## config.mk

```make
export PLATFORM = sky130hd
export DESIGN_NAME = op_scheduler
export DESIGN_NICKNAME = d
export VERILOG_FILES = /design/src/rtl/op_scheduler.sv
export SDC_FILE = /design/constraint.sdc
export NUM_CORES = 1
export LEC_CHECK = 0
export BUFFER_PORTS_ARGS = -buffer_cell sky130_fd_sc_hd__buf_4
export CAP_MARGIN = 10
export CORE_UTILIZATION = 64
export DETAILED_ROUTE_END_ITERATION = 7
export GPL_TIMING_DRIVEN = 0
export PLACE_DENSITY_LB_ADDON = 0.08
export SETUP_SLACK_MARGIN = 0.05
export SYNTH_ARGS = -nofsm -noshare
export SYNTH_HDL_FRONTEND = slang
export SYNTH_SLANG_ARGS = --single-unit
```

## constraint.sdc

```tcl
create_clock -name clk -period 6.7 [get_ports clk]
set_clock_uncertainty 0.05 [all_clocks]
set_input_delay 1.005 -clock clk [delete_from_list [all_inputs] [get_ports clk]]
set_output_delay 1.005 -clock clk [all_outputs]
set_load 0.005 [all_outputs]
```

## src/rtl/op_scheduler.sv

```systemverilog
// ---------------------------------------------------------------------------
// op_scheduler
//   Sequences the polynomial arithmetic engine (NTT/INTT/MULT/ADD/SUB).
//   Commands {mode, encode, count} are queued in a small FIFO. Each command
//   issues one op_start pulse per polynomial. The engine mode and encode stay
//   stable while the engine works. After each op_done the scheduler advances
//   poly_idx. When the command ends it pulses rsp_valid with a status.
//   Illegal modes are rejected without starting the engine. A watchdog aborts
//   any polynomial whose op_done does not arrive in time.
//
// Ports
//   clk, rst_n                  clock, asynchronous active-low reset
//   cmd_valid/cmd_ready         command handshake (cmd_ready registered !full)
//   cmd_mode/encode/count       command fields (count 0 means 16)
//   op_start                    one-cycle start pulse to the engine
//   op_mode/op_encode           engine controls, held until the next load
//   op_done                     one-cycle done pulse from the engine
//   poly_idx                    polynomial in flight (bank select)
//   busy                        scheduler active or commands queued
//   rsp_valid/rsp_status        completion pulse: 0 OK, 1 TIMEOUT, 2 ILLEGAL
//   err_spurious                sticky flag: op_done seen outside BUSY
// ---------------------------------------------------------------------------
module op_scheduler #(
   parameter int DEPTH   = 4,
   parameter int TIMEOUT = 4096
) (
   input  logic       clk,
   input  logic       rst_n,
   input  logic       cmd_valid,
   output logic       cmd_ready,
   input  logic [2:0] cmd_mode,
   input  logic [1:0] cmd_encode,
   input  logic [3:0] cmd_count,
   output logic       op_start,
   output logic [2:0] op_mode,
   output logic [1:0] op_encode,
   input  logic       op_done,
   output logic [3:0] poly_idx,
   output logic       busy,
   output logic       rsp_valid,
   output logic [1:0] rsp_status,
   output logic       err_spurious
);

   localparam int AW = (DEPTH > 1) ? $clog2(DEPTH) : 1;
   localparam int TW = $clog2(TIMEOUT + 1);
   localparam logic [AW:0]   FULL_CNT  = (AW+1)'(DEPTH);
   // BUSY is left on the edge at which the timer would reach TIMEOUT-1.
   // This places rsp_valid exactly TIMEOUT cycles after op_start.
   localparam logic [TW-1:0] EXPIRE_AT = TW'(TIMEOUT - 2);
   localparam logic [2:0]    MODE_MAX  = 3'd4;
   localparam logic [1:0]    ST_OK      = 2'd0;
   localparam logic [1:0]    ST_TIMEOUT = 2'd1;
   localparam logic [1:0]    ST_ILLEGAL = 2'd2;

   typedef enum logic [2:0] {IDLE, LOAD, START, BUSY, RESP} state_t;

   state_t        state_reg, state_next;
   logic [8:0]    fifo_mem [DEPTH];
   logic [AW-1:0] wr_ptr_reg, rd_ptr_reg;
   logic [AW:0]   count_reg, count_next;
   logic          cmd_ready_reg;
   logic [8:0]    cmd_reg;
   logic [2:0]    cmd_mode_q;
   logic [1:0]    cmd_encode_q;
   logic [3:0]    cmd_count_q;
   logic [3:0]    poly_idx_reg, last_reg;
   logic [TW-1:0] timer_reg;
   logic [2:0]    op_mode_reg;
   logic [1:0]    op_encode_reg, status_reg;
   logic          err_reg;
   logic          push, pop, illegal, expire, at_last;

   assign push    = cmd_valid & cmd_ready_reg;
   assign pop     = (state_reg == IDLE) && (count_reg != '0);
   assign cmd_mode_q   = cmd_reg[8:6];
   assign cmd_encode_q = cmd_reg[5:4];
   assign cmd_count_q  = cmd_reg[3:0];
   assign illegal = (cmd_mode_q > MODE_MAX);
   assign expire  = (timer_reg == EXPIRE_AT);
   assign at_last = (poly_idx_reg == last_reg);

   always_comb begin
      count_next = count_reg;
      case ({push, pop})
         2'b10:   count_next = count_reg + 1'b1;
         2'b01:   count_next = count_reg - 1'b1;
         default: count_next = count_reg;
      endcase
   end

   // Command storage and head read.
   // This block has no reset so that the array maps onto plain memory.
   always_ff @(posedge clk) begin
      if (push) fifo_mem[wr_ptr_reg] <= {cmd_mode, cmd_encode, cmd_count};
      if (pop)  cmd_reg <= fifo_mem[rd_ptr_reg];
   end

   always_ff @(posedge clk or negedge rst_n) begin
      if (!rst_n) begin
         wr_ptr_reg    <= '0;
         rd_ptr_reg    <= '0;
         count_reg     <= '0;
         cmd_ready_reg <= 1'b1;
      end else begin
         if (push) wr_ptr_reg <= wr_ptr_reg + 1'b1;
         if (pop)  rd_ptr_reg <= rd_ptr_reg + 1'b1;
         count_reg <= count_next;
         // This flag is registered, so it stays low for the whole full cycle.
         // A pop in that same cycle does not raise it.
         cmd_ready_reg <= (count_next != FULL_CNT);
      end
   end

   always_ff @(posedge clk or negedge rst_n) begin
      if (!rst_n) state_reg <= IDLE;
      else        state_reg <= state_next;
   end

   always_comb begin
      state_next = state_reg;
      case (state_reg)
         IDLE:    if (count_reg != '0) state_next = LOAD;
         LOAD:    state_next = illegal ? RESP : START;
         START:   state_next = BUSY;
         BUSY: begin
            // If op_done and the timer expiry fall in the same cycle, op_done wins.
            if (op_done)     state_next = at_last ? RESP : START;
            else if (expire) state_next = RESP;
         end
         RESP:    state_next = IDLE;
         default: state_next = IDLE;
      endcase
   end

   always_ff @(posedge clk or negedge rst_n) begin
      if (!rst_n) begin
         poly_idx_reg  <= '0;
         last_reg      <= '0;
         timer_reg     <= '0;
         op_mode_reg   <= '0;
         op_encode_reg <= '0;
         status_reg    <= ST_OK;
         err_reg       <= 1'b0;
      end else begin
         case (state_reg)
            LOAD: begin
               if (illegal) begin
                  status_reg <= ST_ILLEGAL;
               end else begin
                  op_mode_reg   <= cmd_mode_q;
                  op_encode_reg <= cmd_encode_q;
                  poly_idx_reg  <= '0;
                  last_reg      <= cmd_count_q - 4'd1;   // count 0 wraps to 15
               end
            end
            START: timer_reg <= '0;
            BUSY: begin
               if (timer_reg != '1) timer_reg <= timer_reg + 1'b1;
               if (op_done) begin
                  if (at_last) status_reg   <= ST_OK;
                  else         poly_idx_reg <= poly_idx_reg + 4'd1;
               end else if (expire) begin
                  status_reg <= ST_TIMEOUT;
               end
            end
            default: ;
         endcase
         if (op_done && (state_reg != BUSY)) err_reg <= 1'b1;
      end
   end

   assign cmd_ready    = cmd_ready_reg;
   assign op_start     = (state_reg == START);
   assign op_mode      = op_mode_reg;
   assign op_encode    = op_encode_reg;
   assign poly_idx     = poly_idx_reg;
   assign busy         = (state_reg != IDLE) || (count_reg != '0);
   assign rsp_valid    = (state_reg == RESP);
   assign rsp_status   = rsp_valid ? status_reg : 2'd0;
   assign err_spurious = err_reg;

endmodule

```

==> flow_summary_export.csv <==
group,metric,value,unit
outcome,status,"completed",
worst_setup_path,arrival,1800,ps
sta,tightest_slew,760,ps
synthesis,async_flop_share,47.1,%
placed_design,dp_hpwl,4180,µm
worst_setup_path,critPathLaunchType,"register",
worst_setup_path,critPathKind,"register to output port",
synthesis,yosysMostFrequentCell,"edfxtp_1",
sta,rsz0062_at_grt,"no",
sta,final.min_clock_period,2850,ps
sta,relSlewSlack,48.9,%
flow_run,max-cap-violations,0,
clocking,cts_resized,0,
power_and_ir_drop,p_per_area,404,nW/µm²
worst_setup_path,required,5640,ps
power_and_ir_drop,leakage,1.71,nW
route,vias,2187,
synthesis,synth-seq-cells,85,
synthesis,syn_inst,264,
route,drtIter0Drc,98,
worst_setup_path,rrSetupSlack,3940,ps
worst_setup_path,critical_path.cell_chain,"or3b_1 > clkbuf_1 > inv_2 > buf_4",
grt,gr-total-overflow,0,
clocking,cts_root_buffer,"clkbuf_8",
worst_setup_path,worstPathMaxFanout,9,
clocking,post_cts_buffers,0,
synthesis,avgSynthCellArea,14.0,µm²
worst_setup_path,cp_num_buf_inv,3,
hold_path,hold_class,"register to register",
route,viasPerCell,5.74,
worst_setup_path,r2r-end,"cmd_ready",
clocking,cts-htree-levels,3,
clocking,holdBufCountCts,0,
final_layout,multi_input_area,1240,µm²
sta,setup_tns,0,ps
floorplanning,placementRows,27,
final_layout,largest_reg_flops,36,
worst_setup_path,crit_family,"buffers and inverters",
sta,period_share,42.6,%
grt,grt_antenna_before_repair,0,
hold_path,hp-start,"cmd_reg[5]",
grt,track_usage,23.0,%
final_layout,synthToLayoutAreaGrowth,13.7,%
synthesis,synth_area_leaders,"edfxtp_1, dfrtp_1, mux4_2",
route,wl_per_cell,16.0,µm
synthesis,syn-cell-area,3690,µm²
placed_design,portBuffers,28,
floorplanning,die_x,78.0,µm
sta,fmax,351,MHz
sta,drv_slew,0,
route,postRouteAntennaNets,0,
final_layout,drive_above_1_share,21.0,%
sta,fin_hold_ws,418,ps
worst_setup_path,critical_path_cell_count,4,
worst_setup_path,r2r-start,"state_reg[1]",
worst_setup_path,slowest_stage,"dfrtp_1",
worst_setup_path,rr_worst_depth,9,
clocking,clock_sinks,85,
synthesis,ys.flop_type,"edfxtp_1",
synthesis,yosys-top-cells-count,"edfxtp_1, dfrtp_1, nand2_1",
hold_path,hold_end,"op_encode[1]",
clocking,cts_tree,"built",
synthesis,synth_warnings,0,
worst_setup_path,max_stage_delay,500,ps
floorplanning,core,5540,µm²
floorplanning,start_util,66.6,%
final_layout,num-nets-final,327,
final_layout,regArea,2350,µm²
synthesis,synth_top_cell_area_share,36.6,%
floorplanning,ios,29,
clocking,worstSkewPairLatency,350,ps
clocking,cts_buffers,9,
floorplanning,die_h,78.0,µm
final_layout,fin_cells,381,
route,post-route-drc-count,0,
grt,grt_first_pass_wirelength,10500,µm
clocking,clkTransAtPathRegs,90,ps
synthesis,synth_area_leader_cell,"edfxtp_1",
synthesis,syn-num-nets,287,
grt,grt_pass1_vias,2266,
route,drtPass1Iterations,4,
clocking,clockBufferDepth,2,
final_layout,nFillCells,358,
placed_design,place_inst,365,
final_layout,antenna_cells,0,
power_and_ir_drop,ir_drop,264,µV
floorplanning,die_area,6080,µm²
synthesis,synth.distinct_cells,51,
synthesis,ys_seq_area_share,63.7,%
placed_design,gp_congestion,0.839,
worst_setup_path,endpoint_kind,"output port",
route,wl,6110,µm
grt,grt_max_degree,41,
hold_path,worstHoldPathCells,1,
sta,final-setup-viol-count,0,
sta,finalHoldViolCount,0,
synthesis,synth_edf_count,45,
power_and_ir_drop,p_total,0.00169,W
## placed cells by master (no fill, tap or decap), types with 8 or more instances in the layout
cell type,count
nor2_1,8
nand2_1,17
ha_1,9
dfrtp_1,39
buf_4,30
edfxtp_1,45
inv_1,15
and3_1,8
clkbuf_8,9
mux4_2,9
## final cells by class
class | count | share of cell area, %
Multi-Input combinational cell | 154 | 29.6
Sequential cell | 85 | 56.0
Clock inverter | 7 | 1.64
Clock buffer | 9 | 2.95
Timing Repair Buffer | 29 | 5.18
Tap cell | 72 | 2.15
Buffer | 8 | 0.894
Inverter | 17 | 1.52
## metrics by stage
stage               setup slack, ps  util [%]  instance area [µm²]
floorplan                      3590         -                 3690
global placement               2940      72.1                 3990
finish                         3850      75.8                 4200
CTS                            3830      75.8                 4200
detailed placement             3960      72.3                 4010
global route                   3740      75.8                 4200
## how the worst max path moves through the flow
stage                      start        end  slack [ps]
floorplan           state_reg[0]  cmd_ready        3590
global placement    state_reg[1]  cmd_ready        2940
detailed placement  state_reg[1]  cmd_ready        3960
CTS                 state_reg[1]   op_start        3830
global route        state_reg[1]  cmd_ready        3740
finish              state_reg[1]   op_start        3850
## power by group
part / switching, W / total, W / internal [W]
clock: 0.000206 / 0.000353 / 0.000147
combinational: 0.000284 / 0.000528 / 0.000244
sequential: 0.0000944 / 0.000813 / 0.000719
## cell families (layout without fill, tap and decap cells)
kind of cell / Yosys count / after routing / share of synthesized area [%]
multiplexers: 17 / 17 / 7.83
buffers and inverters: 25 / 70 / 2.74
adder cells (fa/ha/maj): 10 / 10 / 3.59
flip-flops: 85 / 85 / 63.7
AND/OR/NAND/NOR: 75 / 75 / 11.7
AO/OA/AOI/OAI: 40 / 40 / 7.52
XOR/XNOR: 12 / 12 / 2.85
## metal layers
metal | wire length (µm) | part of all wire (%) | GRT usage, % | vias to the layer above
li1 | - | - | - | 1072
met1 | 2800 | 46 | 30.3 | 1063
met2 | 3000 | 49 | 37.7 | 43
met3 | 209 | 3.4 | 4.24 | 9
met4 | 104 | 1.7 | 10.0 | 0
met5 | 0 | 0 | 0 | -
No activity file was read; power rests on OpenSTA's default activity.
